### src/rtl/fifo_wr_arbiter.sv
// Round-robin arbiter sharing one FIFO write port among N producers.
// Each grant lasts up to MAX_BURST words; no write is issued while the FIFO is full.
module fifo_wr_arbiter #(
    parameter int unsigned N         = 4,
    parameter int unsigned WIDTH     = 8,
    parameter int unsigned MAX_BURST = 4,
    parameter int unsigned CNT_W     = 16
) (
    input  logic                   w_clk,
    input  logic                   rst_w_n,
    input  logic [N-1:0]           req,
    input  logic [N*WIDTH-1:0]     req_data,
    output logic [N-1:0]           ack,
    input  logic                   full,
    output logic                   w_en,
    output logic [WIDTH-1:0]       w_data,
    output logic                   busy,
    output logic [$clog2(N)-1:0]   owner_id,
    output logic [7:0]             burst_cnt,
    output logic [CNT_W-1:0]       wr_count
);

    localparam int unsigned IdW = $clog2(N);

    typedef enum logic [0:0] {StIdle, StGrant} state_e;

    state_e           state_q, state_d;
    logic [IdW-1:0]   owner_q, owner_d;
    logic [IdW-1:0]   last_owner_q, last_owner_d;
    logic [7:0]       burst_q, burst_d;
    logic [CNT_W-1:0] wr_count_q, wr_count_d;

    logic             accept;
    logic             release_grant;
    logic             found;
    logic [IdW-1:0]   pick;
    logic [IdW-1:0]   idx;

    always_ff @(posedge w_clk) begin
        if (!rst_w_n) begin
            state_q      <= StIdle;
            owner_q      <= '0;
            last_owner_q <= IdW'(N - 1);
            burst_q      <= '0;
            wr_count_q   <= '0;
        end else begin
            state_q      <= state_d;
            owner_q      <= owner_d;
            last_owner_q <= last_owner_d;
            burst_q      <= burst_d;
            wr_count_q   <= wr_count_d;
        end
    end

    // First requester strictly after last_owner, wrapping modulo N.
    always_comb begin
        found = 1'b0;
        pick  = '0;
        idx   = '0;
        for (int unsigned k = 1; k <= N; k++) begin
            idx = IdW'((32'(last_owner_q) + k) % N);
            if (!found && req[idx]) begin
                found = 1'b1;
                pick  = idx;
            end
        end
    end

    always_comb begin
        state_d      = state_q;
        owner_d      = owner_q;
        last_owner_d = last_owner_q;
        burst_d      = burst_q;
        wr_count_d   = wr_count_q;
        case (state_q)
            StIdle: begin
                if (found) begin
                    owner_d = pick;
                    burst_d = '0;
                    state_d = StGrant;
                end
            end
            StGrant: begin
                if (accept) begin
                    burst_d    = burst_q + 8'd1;
                    wr_count_d = wr_count_q + CNT_W'(1);
                end
                if (release_grant) begin
                    state_d      = StIdle;
                    last_owner_d = owner_q;
                end
            end
            default: state_d = StIdle;
        endcase
    end

    always_comb begin
        busy          = (state_q == StGrant);
        accept        = busy && req[owner_q] && !full;
        release_grant = busy && ((accept && (burst_q == 8'(MAX_BURST - 1))) || !req[owner_q]);
        ack           = '0;
        w_data        = '0;
        w_en          = accept;
        if (accept) begin
            ack[owner_q] = 1'b1;
            w_data       = req_data[owner_q*WIDTH +: WIDTH];
        end
    end

    assign owner_id  = owner_q;
    assign burst_cnt = burst_q;
    assign wr_count  = wr_count_q;

endmodule

### config.mk
export PLATFORM = sky130hd
export DESIGN_NAME = fifo_wr_arbiter
export DESIGN_NICKNAME = d
export VERILOG_FILES = /design/src/rtl/fifo_wr_arbiter.sv
export SDC_FILE = /design/constraint.sdc
export NUM_CORES = 1
export LEC_CHECK = 0
export ABC_AREA = 1
export ABC_CLOCK_PERIOD_IN_PS = 3400
export CAP_MARGIN = 20
export CORE_ASPECT_RATIO = 1.5
export CORE_MARGIN = 1
export CORE_UTILIZATION = 43
export CTS_CLUSTER_SIZE = 28
export DETAILED_ROUTE_END_ITERATION = 8
export GPL_ROUTABILITY_DRIVEN = 0
export PLACE_DENSITY = 0.79
export SLEW_MARGIN = 10
export SYNTH_ARGS = -nofsm -noshare
export SYNTH_HDL_FRONTEND = slang
export SYNTH_SLANG_ARGS = --single-unit
### constraint.sdc
create_clock -name w_clk -period 3.4 [get_ports w_clk]
set_input_delay 0.51 -clock w_clk [delete_from_list [all_inputs] [get_ports w_clk]]
set_output_delay 0.51 -clock w_clk [all_outputs]
set_load 0.02 [all_outputs]
After elaboration in Yosys (flattened, before gate mapping). Index checks and enable logic that the tools add are counted.

Register bits after elaboration: 29. Output and inout port bits: 40. Logic and storage cells: 68.

Add/sub/neg operators: 6. $lt $le $gt $ge: 6. Equality and inequality tests: 3. Shift operators: 1. Mux-type cells: 28. Bitwise logic cells: 1. Reductions and logical operators: 18.

Operators with widths (number): variable part select 32 x 6 -> 8 bit (1); 2-to-1 mux 8 bit (3); adder 16 x 1 -> 16 bit (second input constant) (1); case mux 8 bit (2 select lines) (1); < comparator 2 x 3 -> 1 bit (second input constant) (5); 2-to-1 mux 1 bit (12); binary-select mux 1 bit (select 2 bit) (5); adder 8 x 1 -> 8 bit (second input constant) (1); equality test 8 x 2 -> 1 bit (second input constant) (1); logical AND 1 bit (8); 2-to-1 mux 2 bit (4); AND reduction 2 bit (4); logical NOT 1 bit (5); adder 2 x 1 -> 2 bit (second input constant) (2); adder 2 bit (second input constant) (2); 2-to-1 mux 4 bit (1); != test 2 bit (second input constant) (2); demux 1 bit (select 2 bit) (1); >= comparator 2 x 1 -> 1 bit (second input constant) (1); case mux 1 bit (2 select lines) (1); logical OR 1 bit (1); inverter 1 bit (1).

Logic depth before layout (Yosys ltp).
Depth after elaboration: 15. Mapped depth: 13. Gate-level depth less buffers: 12.

Least setup slack after synthesis. No wires, ideal clock.

Path type: register to output. Start: register owner_q[1] (netlist: owner_id[1]). End: output w_data[1]. Arrival: 1585 ps. Slack: 1305 ps. Stages on the path, launching flop included: 8. Buffers on the path: 1. Path through: dfxtp_1 > nand2_1 > inv_2 > nand2_1 > nand4_2 > nand2_2 > clkbuf_1 > a31oi_1.

Cells in the longest elaborated chain, start to end: 5.

RTL lines: from (decl) (RTL line 28) `logic [IdW-1:0] owner_q, owner_d;`; from (signal assigned) (RTL line 48) `owner_q <= owner_d;`; parallel branches: the longest is 4 deep, another holds variable part select 32 x 6 -> 8 bit; 2-to-1 mux 8 bit * (RTL line 104) `if (accept) begin`; to (decl) (RTL line 16) `output logic [WIDTH-1:0] w_data,`.

Mark *: on every way between the ends. The select of a mux whose other input is x is not followed.

Worst setup path after layout.
Start: input req[1]. End: output w_en.

Cells in the longest elaborated chain, start to end: 4.

RTL lines: from (decl) (RTL line 11) `input logic [N-1:0] req,`; binary-select mux 1 bit (select 2 bit) (RTL line 99) `accept = busy && req[owner_q] && !full;`; 2-to-1 mux 1 bit (implied by the code) (RTL line 99); logical AND 1 bit (2 in series) (RTL line 99); to (decl) (RTL line 15) `output logic w_en,`.

No other way between the ends. The select of a mux whose other input is x is not followed.

==> impl_metrics.yaml <==
status:
  status: "complete, but fails checks"
  violations: "DRC"
grt:
  grt_pass1_wl_mm: 9.901
  grtUsageTotal_pct: 25.73
  antenna_found_initial: 0
  grt.overflow.total: 0
  grt_max_degree: 26
  grt_pass1_vias: 2320
synth:
  synth_edf_count: 0
  avgSynthCellArea_um2: 6.194
  syn_inst: 322
  yosysWarnings: 0
  yosys.area.top_type: "dfxtp_1"
  synth_cell_types: 30
  synthTopCellsByArea: "dfxtp_1 29%, nand2_1 20%, nand3_1 7.5%"
  syn-num-nets: 363
  netlist_area_mm2: 0.001994
  ys_seq_area_share_pct: 29.11
  yosysTopAreaCellShare_pct: 29.11
  ys_ff_latch: 29
  async_reset_ff_share_pct: 0
  synth_top_flop_cell: "dfxtp_1"
cts:
  cts_made_buffers: 5
  post_cts_buffers: 0
  post_cts_resized: 0
  clock_latency_ns: 0.29
  cts.sinks: 29
  holdBufCountCts: 0
  clk_path_buf_depth: 2
  cts_max_level: 2
  cts_tree: "done"
  clkTransAtPathRegs_ns: 0.06
  root_buffer: "clkbuf_8"
timing:
  worst_slew_pin_slew_ns: 0.5149
  min_period_over_period_pct: 91.47
  hold_viol_final: 0
  slew_headroom_pct: 65.57
  finalSetupViolations: 0
  fin_crit_ns: 3.110
  tns_ns: 0
  max_freq_ghz: 0.3216
  grt_setup_unrepaired: "false"
  slew_viol_final: 0
  skew_ns: 0.006345
  fin_hold_ws_ns: 0.4956
  finalWorstSetupSlack_ns: 0.2901
route:
  wl_mm: 5.961
  num_vias: 2392
  wl_per_cell_um: 13.31
  drtIter0Drc: 151
  ant_nets: 0
  first_pass_iters: 6
  drc: 14
  avgViaCountPerCell: 5.339
power:
  peakVddDrop_mv: 0.3239
  p_per_area_mw_per_mm2: 498.3
  p_int_mw: 0.7973
  switching_power_mw: 0.6386
  p_seq_share_pct: 29.3
  clkPwrFrac_pct: 20.1
  swShare_pct: 44.48
  p_comb_share_pct: 50.7
  leakagePower_nw: 1.089
job:
  max_cap_viol_count: 0
finish:
  layout_common_cells: "108 x nand2_1, 78 x clkdlybuf4s50_1, 30 x nand3_1"
  fin_util_pct: 63.97
  drive_above_1_share_pct: 7.250
  final_common_cell: "nand2_1"
  nNetsFinal: 441
  syn_to_final_growth_pct: 44.48
  stdcell_area_mm2: 0.002882
  n_antenna_cell: 0
place:
  hpwl_mm: 4.582
  dp_slack_ns: 0.2984
  place_area_mm2: 0.002795
  port_buffers: 78
floorplan:
  die_area_mm2: 0.004920
  rows: 30
  die_x_um: 57.61
  die-height_um: 85.41
  initial_core_util_pct: 44.28
  io_pins: 79
  core_region_area_mm2: 0.004504
critical_path:
  crit_arrival_ns: 2.60
  crit_path_cell_trace: "clkdlybuf4s50_1, nand2_1, nand4_2, nand2_2, inv_2, clkdlybuf4s50_1"
  critPathKind: "input port to primary output"
  worst-path-buf-inv: 3
  required_ns: 2.89
  crit_cells: 6
  rr_worst_depth: 10
  crit_family: "buffers and inverters"
  crit_slowest_cell: "clkdlybuf4s50_1"
  max_stage_delay_ns: 0.67
  r2r_start: "owner_id[1]"
  path_common_cell: "clkdlybuf4s50_1"
  crit_path_start_kind: "input port"
  crit_start: "req[1]"
  path_max_fanout: 25
  cp-end-kind: "primary output"
  worstReg2RegEnd: "burst_cnt[5]"
  r2r_slack_ns: 1.31
worst_hold_path:
  hold_class: "flip-flop to flip-flop"
  hp-start: "wr_count[4]"
  worstHoldEndpoint: "wr_count[4]"
  min_path_cells: 2
## synth_stat cells (all sizes together), types with 3 or more instances
master and instances:
inv 33, nand3 31, nor2 22, o211ai 3, xnor2 8, nand2 117, nor3 7, a31oi 8
dfxtp 29, nand4 7, a21oi 25, clkbuf 3, o21ai 7, a22oi 8, buf 5
## power by group through the flow
stage / Clock (mW) / Sequential, mW / Combinational (mW)
6_report: 0.288 / 0.420 / 0.728
5_1_grt: 0.310 / 0.428 / 0.812
4_1_cts: 0.293 / 0.419 / 0.725
3_5_place_dp: 0 / 0.427 / 0.723
3_3_place_gp: 0 / 0.426 / 0.718
2_1_floorplan: 0 / 0.435 / 0.497
## logic make-up (layout without fill, tap and decap cells)
family,after synthesis,after routing,synth area share [%]
flops,29,29,29.11
simple gates,188,188,41.59
compound gates,52,52,15.06
buf+inv,41,119,8.595
xor+xnor,10,10,4.392
fa+ha+maj,2,2,1.255
## worst register-to-register path: cells and delay by family (launching register included)
kind                   cells  cell delay [ns]
DFF                        1             0.39
AOI/OAI and AO/OA          1             0.06
buffers and inverters      3             0.45
and+or+nand+nor            6             1.06
## flip-flops by register name (all words and copies together), names as in the netlist
signal        cells
last_owner_q      2
owner_id          2
wr_count         16
burst_cnt         8
busy              1
## metal layers
layer | global-route usage, % | part of all wire [%]
met5 | 0 | 0
met3 | 7.317 | 10
met1 | 24.77 | 36
met4 | 14.19 | 3.5
met2 | 47.57 | 50
## area by class of cell
cell class / count / area (um^2)
fill: 420 / 1623
multi-input combinational: 252 / 1242
timing repair buffer: 79 / 788.3
sequential: 29 / 580.6
inverter: 33 / 123.9
clock buffer: 7 / 86.33
tap: 48 / 60.06
## worst max path at each step
stage,end,slack [ns]
final,w_en,0.29
after CTS,w_en,0.29
after global placement,w_en,0.35
after detailed placement,w_en,0.30
after global routing,w_en,0.14
after floorplan,w_data[1],1.30
## per-stage QoR
stage	cells	total power, mW
2_1_floorplan	322	0.9320
3_3_place_gp	441	1.143
3_5_place_dp	441	1.149
4_1_cts	448	1.438
5_1_grt	448	1.549
6_report	448	1.436
Power figures use the tool's default switching activity.
